`config.mk`:
```
export PLATFORM = sky130hd
export DESIGN_NAME = mem_access_unit
export DESIGN_NICKNAME = d
export VERILOG_FILES = /design/src/rtl/mem_access_unit.sv
export SDC_FILE = /design/constraint.sdc
export NUM_CORES = 1
export LEC_CHECK = 0
export BUFFER_PORTS_ARGS = -buffer_cell sky130_fd_sc_hd__buf_4
export CAP_MARGIN = 20
export CORE_MARGIN = 2
export CORE_UTILIZATION = 42
export DETAILED_ROUTE_END_ITERATION = 6
export GPL_TIMING_DRIVEN = 1
export PLACE_DENSITY = 0.77
export SYNTH_ARGS = -nofsm -noshare
export SYNTH_HDL_FRONTEND = slang
export SYNTH_SLANG_ARGS = --single-unit
```
`constraint.sdc`:
```
create_clock -name clk -period 1.35 [get_ports clk]
set_clock_uncertainty 0.15 [all_clocks]
set_input_delay 0.27 -clock clk [delete_from_list [all_inputs] [get_ports clk]]
set_output_delay 0.27 -clock clk [all_outputs]
set_load 0.01 [all_outputs]
```
`src/rtl/mem_access_unit.sv`:
```
`default_nettype none
// ============================================================================
//  Module   : mem_access_unit
//  Purpose  : MEM-stage controller: lw/sw over a req/ack bus, branch resolve,
//             upstream stall and MEM/WB register. Optional access timeout
//             enabled by defining MEM_TIMEOUT_EN.
//  Revision : 1.0 - initial release
// ============================================================================
module mem_access_unit #(
  parameter int TIMEOUT_CYCLES = 16
) (
  input  logic        clk,
  input  logic        reset,
  input  logic        ctrl_regWrite_ex_mem,
  input  logic        ctrl_memToReg_ex_mem,
  input  logic        ctrl_branch_ex_mem,
  input  logic        ctrl_memRead_ex_mem,
  input  logic        ctrl_memWrite_ex_mem,
  input  logic        zero_ex_mem,
  input  logic [31:0] branch_or_not_address_ex_mem,
  input  logic [31:0] alu_result_ex_mem,
  input  logic [31:0] read_data_2_ex_mem,
  input  logic [4:0]  write_register_ex_mem,
  output logic        dmem_req,
  output logic        dmem_we,
  output logic [31:0] dmem_addr,
  output logic [31:0] dmem_wdata,
  input  logic [31:0] dmem_rdata,
  input  logic        dmem_ack,
  output logic        stall,
  output logic        pc_src,
  output logic [31:0] branch_target,
  output logic        ctrl_regWrite_mem_wb,
  output logic        ctrl_memToReg_mem_wb,
  output logic [31:0] read_data_mem_wb,
  output logic [31:0] alu_result_mem_wb,
  output logic [4:0]  write_register_mem_wb,
  output logic        misaligned_fault,
  output logic        bus_error
);

  typedef enum logic [0:0] {
    ST_IDLE   = 1'b0,
    ST_ACCESS = 1'b1
  } state_t;

  state_t      r_state;
  state_t      w_state_nxt;

  logic        r_req;
  logic        r_we;
  logic [31:0] r_addr;
  logic [31:0] r_wdata;
  logic        r_wb_regwrite;
  logic        r_wb_memtoreg;
  logic [31:0] r_wb_read_data;
  logic [31:0] r_wb_alu_result;
  logic [4:0]  r_wb_write_register;
  logic        r_fault;

  logic        w_op;
  logic        w_mis;
  logic        w_issue;
  logic        w_done;
  logic        w_timeout;
  logic        w_stall;

`ifdef MEM_TIMEOUT_EN
  localparam logic [7:0] c_tmo_last = 8'(TIMEOUT_CYCLES - 1);

  logic [7:0] r_tmo_cnt;
  logic       r_bus_error;

  // Limit is hit on the TIMEOUT_CYCLES-th ACCESS cycle still lacking an ack
  assign w_timeout = (r_state == ST_ACCESS) && !dmem_ack && (r_tmo_cnt == c_tmo_last);

  always_ff @(posedge clk) begin
    if (reset) begin
      r_tmo_cnt   <= 8'd0;
      r_bus_error <= 1'b0;
    end else begin
      r_bus_error <= w_timeout;
      if (w_issue) begin
        r_tmo_cnt <= 8'd0;
      end else if ((r_state == ST_ACCESS) && !dmem_ack && !w_timeout) begin
        r_tmo_cnt <= r_tmo_cnt + 8'd1;
      end
    end
  end

  assign bus_error = r_bus_error;
`else
  localparam int c_unused_timeout = TIMEOUT_CYCLES;

  assign w_timeout = 1'b0;
  assign bus_error = 1'b0;
`endif

  always_comb begin
    w_op        = ctrl_memRead_ex_mem | ctrl_memWrite_ex_mem;
    w_mis       = w_op && (alu_result_ex_mem[1:0] != 2'b00);
    w_issue     = (r_state == ST_IDLE) && w_op && !w_mis;
    w_done      = (r_state == ST_ACCESS) && dmem_ack;
    w_stall     = w_issue || ((r_state == ST_ACCESS) && !dmem_ack && !w_timeout);
    w_state_nxt = r_state;
    case (r_state)
      ST_IDLE:   if (w_issue) w_state_nxt = ST_ACCESS;
      ST_ACCESS: if (w_done || w_timeout) w_state_nxt = ST_IDLE;
      default:   w_state_nxt = ST_IDLE;
    endcase
  end

  always_ff @(posedge clk) begin
    if (reset) begin
      r_state <= ST_IDLE;
    end else begin
      r_state <= w_state_nxt;
    end
  end

  always_ff @(posedge clk) begin
    if (reset) begin
      r_req               <= 1'b0;
      r_we                <= 1'b0;
      r_addr              <= 32'd0;
      r_wdata             <= 32'd0;
      r_wb_regwrite       <= 1'b0;
      r_wb_memtoreg       <= 1'b0;
      r_wb_read_data      <= 32'd0;
      r_wb_alu_result     <= 32'd0;
      r_wb_write_register <= 5'd0;
      r_fault             <= 1'b0;
    end else begin
      if (w_issue) begin
        r_req   <= 1'b1;
        r_we    <= ctrl_memWrite_ex_mem;
        r_addr  <= alu_result_ex_mem;
        r_wdata <= read_data_2_ex_mem;
      end else if (w_done || w_timeout) begin
        r_req <= 1'b0;
      end

      if (w_done && !r_we) begin
        r_wb_read_data <= dmem_rdata;
      end

      // Stalled edges insert a bubble so each instruction writes back once
      if (w_stall) begin
        r_wb_regwrite <= 1'b0;
      end else begin
        r_wb_regwrite       <= ctrl_regWrite_ex_mem && !w_mis && !w_timeout;
        r_wb_memtoreg       <= ctrl_memToReg_ex_mem;
        r_wb_alu_result     <= alu_result_ex_mem;
        r_wb_write_register <= write_register_ex_mem;
      end

      r_fault <= w_mis && (r_state == ST_IDLE);
    end
  end

  assign dmem_req              = r_req;
  assign dmem_we               = r_we;
  assign dmem_addr             = r_addr;
  assign dmem_wdata            = r_wdata;
  assign stall                 = w_stall;
  assign pc_src                = ctrl_branch_ex_mem && zero_ex_mem && !w_stall;
  assign branch_target         = branch_or_not_address_ex_mem;
  assign ctrl_regWrite_mem_wb  = r_wb_regwrite;
  assign ctrl_memToReg_mem_wb  = r_wb_memtoreg;
  assign read_data_mem_wb      = r_wb_read_data;
  assign alu_result_mem_wb     = r_wb_alu_result;
  assign write_register_mem_wb = r_wb_write_register;
  assign misaligned_fault      = r_fault;

endmodule
`default_nettype wire

```
After elaboration in Yosys (flattened, before gate mapping)
Cells that the tools add are included.
- flip-flop bits (word level): 139
- word-level logic and storage cells: 36
- output and inout bits: 173
- input port bits: 142
- bitwise operators: 2
- multiplexer cells: 5
- reductions and logical operators: 18
- operators with widths (operator ; count):
    $logic_and 1x1->1 ; 10
    $logic_not 1->1 ; 4
    $mux 1 ; 4
    $reduce_bool 2->1 ; 2
    $pmux 1 s2 ; 1
    $reduce_or 2->1 ; 1
    $logic_or 1x1->1 ; 1
    $not 1->1 ; 1
    $or 1x1->1 ; 1

Logic depth before layout (Yosys ltp)
- depth after elaboration: 7
- depth in mapped cells: 6

Worst setup path before layout
No wires, ideal clock.
- kind: reg-to-output
- from: reg r_state
- to: out pc_src
- data required time: 0.930 ns
- buffers on the path: 1
- cell stages (with the launch flop): 5
- arrival time: 1.194 ns
- path slack: -0.264 ns
- path through: dfxtp_1 or3_1 buf_6 o21ai_1 nor2_1
- cells in the longest elaborated chain, start to end: 6
- elaborated cells on any way between the ends: 7
- those cells by class: bitwise (1); reduce/logical (6)
- RTL lines (what ; line ; RTL):
    start, declared ; 47 ; state_t r_state;
    start signal, assigned ; 117 ; r_state <= w_state_nxt;
    $not 1->1 ; 102 ; w_issue = (r_state == ST_IDLE) && w_op && !w_mis;
    $logic_and 1x1->1 (2 in a row) ; 102 ;
    $logic_or 1x1->1 * ; 104 ; w_stall = w_issue || ((r_state == ST_ACCESS) && !dmem_ack && !w_timeout);
    via stall ; 30 ; output logic stall,
    $logic_not 1->1 * ; 166 ; assign pc_src = ctrl_branch_ex_mem && zero_ex_mem && !w_stall;
    $logic_and 1x1->1 * ; 166 ;
    end, declared ; 31 ; output logic pc_src,
Mark *: on every way through the listed nets, which the timed path passes. The rest lies on a longest branch.

Final worst setup path
- from: reg r_state
- to: out pc_src
- cells in the longest elaborated chain, start to end: 6
- elaborated cells on any way between the ends: 7
- those cells by class: bitwise (1); reduce/logical (6)
- RTL lines (what ; line):
    $not 1->1 ; 102
    $logic_and 1x1->1 (2 in a row) ; 102
    $logic_or 1x1->1 * ; 104
    $logic_not 1->1 * ; 166
    $logic_and 1x1->1 * ; 166
Every way passes the cells marked *; elsewhere a longest branch is shown, timed or not.

==> summary.md <==
| Metric | Value |
|---|---|
| Status | `complete, but fails checks` |
| Failing checks | `setup timing` |
| Reg area | `2860 sq um` |
| Worst EP required | `930 ps` |
| Fraction of registers with async set/reset | `0` |
| Wire length on met2 | `12400 um` |
| Pwr dens | `1050 nW/um^2` |
| Syn Area/Cell | `8.18 sq um` |
| Min-Delay Path Class | `in2reg` |
| Yosys warning total | `0` |
| Ys flop type | `dfxtp_1` |
| Setup crit end kind | `output pin` |
| Die footprint | `16500 sq um` |
| Initial antenna violation count | `0` |
| Via Count | `7426` |
| Layout cells sized above 1 | `0.432` |
| Crit-path max FO | `3` |
| FILL cells | `1050` |
| Fin. max-slew vios | `0` |
| Critical Path Slowest Stage Cell | `or3_4` |
| Final ANT Viol Nets | `0` |
| CTS tree | `built` |
| Gr ovfl total | `0` |
| Drt initial violations | `674` |
| Die width | `128 um` |
| Yosys top cell by area | `dfxtp_1` |
| WHS | `62.3 ps` |
| Drt pass-1 iters | `5` |
| Register area share after synthesis | `0.428` |
| Final setup fails | `135` |
| WL met3 | `1480 um` |
| Cts bufs inserted | `17` |
| Worst stage delay on the critical path | `360 ps` |
| DRC | `0` |
| Final period util | `1.42` |
| First-pass GRT wire length | `35500 um` |
| DR vias/cell | `5.68` |
| Hold Path Cell Cnt | `3` |
| Pleak | `4.49 nW` |
| Max Root-Sink Buffers | `2` |
| Fmax | `521 MHz` |
| Die Height | `128 um` |
| Final hold vios | `0` |
| PortBufs | `249` |
| RSZ-0062 raised after global routing | `yes` |
| Io pins | `315` |
| Tmin final | `1920 ps` |
| CP arrival | `1500 ps` |
| Cell area after synthesis | `6490 sq um` |
| Gpl congestion | `0.775` |
| Yosys reg bits | `139` |
| Row cnt | `45` |
| Post-synth cell types | `34` |
| Cell count after synthesis | `794` |
| Area contributors post-synth | `dfxtp_1, nand3_1, a21oi_1, o21ai_0, buf_4` |
| Worst Reg2Reg Path Length in Cells | `6` |
| Critical Path Source Type | `flop` |
| WS Path Type | `reg2out` |
| Worst-Skew Late Latency | `410 ps` |
| Largest net degree at the start of global routing | `42` |
| Detailed Place HPWL | `13300 um` |
| Max VDD drop | `1.29 mV` |
| Post-Route Utilization | `0.720` |
| # nets final | `1246` |
| Core box area | `15100 sq um` |
| Post-synth top cells | `dfxtp_1, nand3_1, a21oi_1, nand2_1, o21ai_0` |
| Initial Util | `0.429` |
| Post-Route M1 WL | `9760 um` |
| Max_cap viols | `0` |
| Wire length per cell | `18.7 um` |
| Post-synth top area share | `0.428` |
| H-tree depth | `4` |
| Cell at the root of the clock tree | `clkbuf_16` |
| DRT Wirelength | `24400 um` |
| Vias in the first global route | `7074` |
| Top Metal Used | `met4` |
| Area Overhead vs Synth | `67.9%` |
| Gr usage total | `0.267` |
| Setup ws final | `-571 ps` |
| CTS clock-pin slew for the worst setup and hold paths | `60 ps` |
| Syn Nets | `936` |
| Crit-path cells | `or3_4, o21ai_4, nor2_2, buf_4` |
| Post-Place Worst Slack | `-341 ps` |
| Count leader, synth | `dfxtp_1` |
| Multi-input logic area | `3310 sq um` |
| Post-synth EDFFs | `0` |
| CTS Sinks | `139` |
[repair_timing]
item                       in CTS  in global routing
setup endpoints to repair     148                179
pin swaps                       1                  1
hold endpoints to repair       96                  0
gates cloned                    4                  9
resized for setup              30                 99
hold buffers                   96                  0
setup buffers                   1                  3
[logic make-up (layout without fill, tap and decap cells)]
logic type,Yosys count,count (layout),synth area share
AOI/OAI and AO/OA,209,209,0.172
other,1,3,0.000577
buffers and inverters,124,447,0.103
and+or+nand+nor,321,321,0.296
DFF,139,139,0.428
[final timing paths]
kind,end,slack (ps),startpoint
setup reg to reg,dmem_wdata[29]$_SDFFE_PP0P_,-340,r_state$_SDFF_PP0_
hold / removal,dmem_addr[16]$_SDFFE_PP0P_,60,reset
hold reg to reg,dmem_addr[14]$_SDFFE_PP0P_,300,dmem_addr[14]$_SDFFE_PP0P_
setup / recovery,pc_src,-570,r_state$_SDFF_PP0_
[report_power, final]
group | leakage [nW] | internal, mW | switching [mW] | total, mW
Sequential | 1.16 | 4.34 | 0.147 | 4.49
Clock | 0.281 | 2.75 | 1.94 | 4.69
Combinational | 3.04 | 1.21 | 1.02 | 2.24
Total | 4.49 | 8.31 | 3.11 | 11.4
[routing by layer]
layer,up-vias,GRT usage
met5,-,0
met4,0,0.119
met3,78,0.0703
met2,336,0.461
met1,3552,0.314
li1,3460,-
[registers in the layout (all words and copies together) (netlist names), 5 cells and up]
| register | count |
|---|---|
| alu_result_mem_wb | 32 |
| dmem_addr | 32 |
| dmem_wdata | 32 |
| read_data_mem_wb | 32 |
| write_register_mem_wb | 5 |
[final cells by class]
cell class	count	area share
timing repair buffer	414	0.357
multi-input combinational	531	0.304
sequential	139	0.262
clock buffer	17	0.0390
tap	188	0.0216
clock inverter	15	0.0149
antenna	2	0.000459
inverter	1	0.000344
[through the flow]
step | TNS, ps | std cells | power, mW | cell area, sq um
after floorplan | -5240 | 794 | 5.45 | 6610
after global placement | -25640 | 1160 | 6.24 | 8660
after detailed placement | -27740 | 1160 | 6.27 | 8660
after CTS | -21380 | 1293 | 11.3 | 10400
after global routing | -35040 | 1305 | 11.9 | 10900
final | -29210 | 1307 | 11.4 | 10900
[worst max-delay path: cells and delay by family, from the launching register on]
kind / cells / cell delay (ps)
simple gates: 2 / 420
compound gates: 1 / 200
flops: 1 / 330
buf+inv: 1 / 140
[placed cells by master (no fill, tap or decap), types with 28 or more instances in the layout]
cell           instances
dlygate4sd3_1         96
a21oi_1               98
nand3_1              109
nand2_1               68
o21ai_2               29
nor2b_1               34
buf_4                277
nand4b_1              28
o21ai_1               33
dfxtp_2               64
a31oi_1               36
dfxtp_1               75
Power figures use the tool's default switching activity.
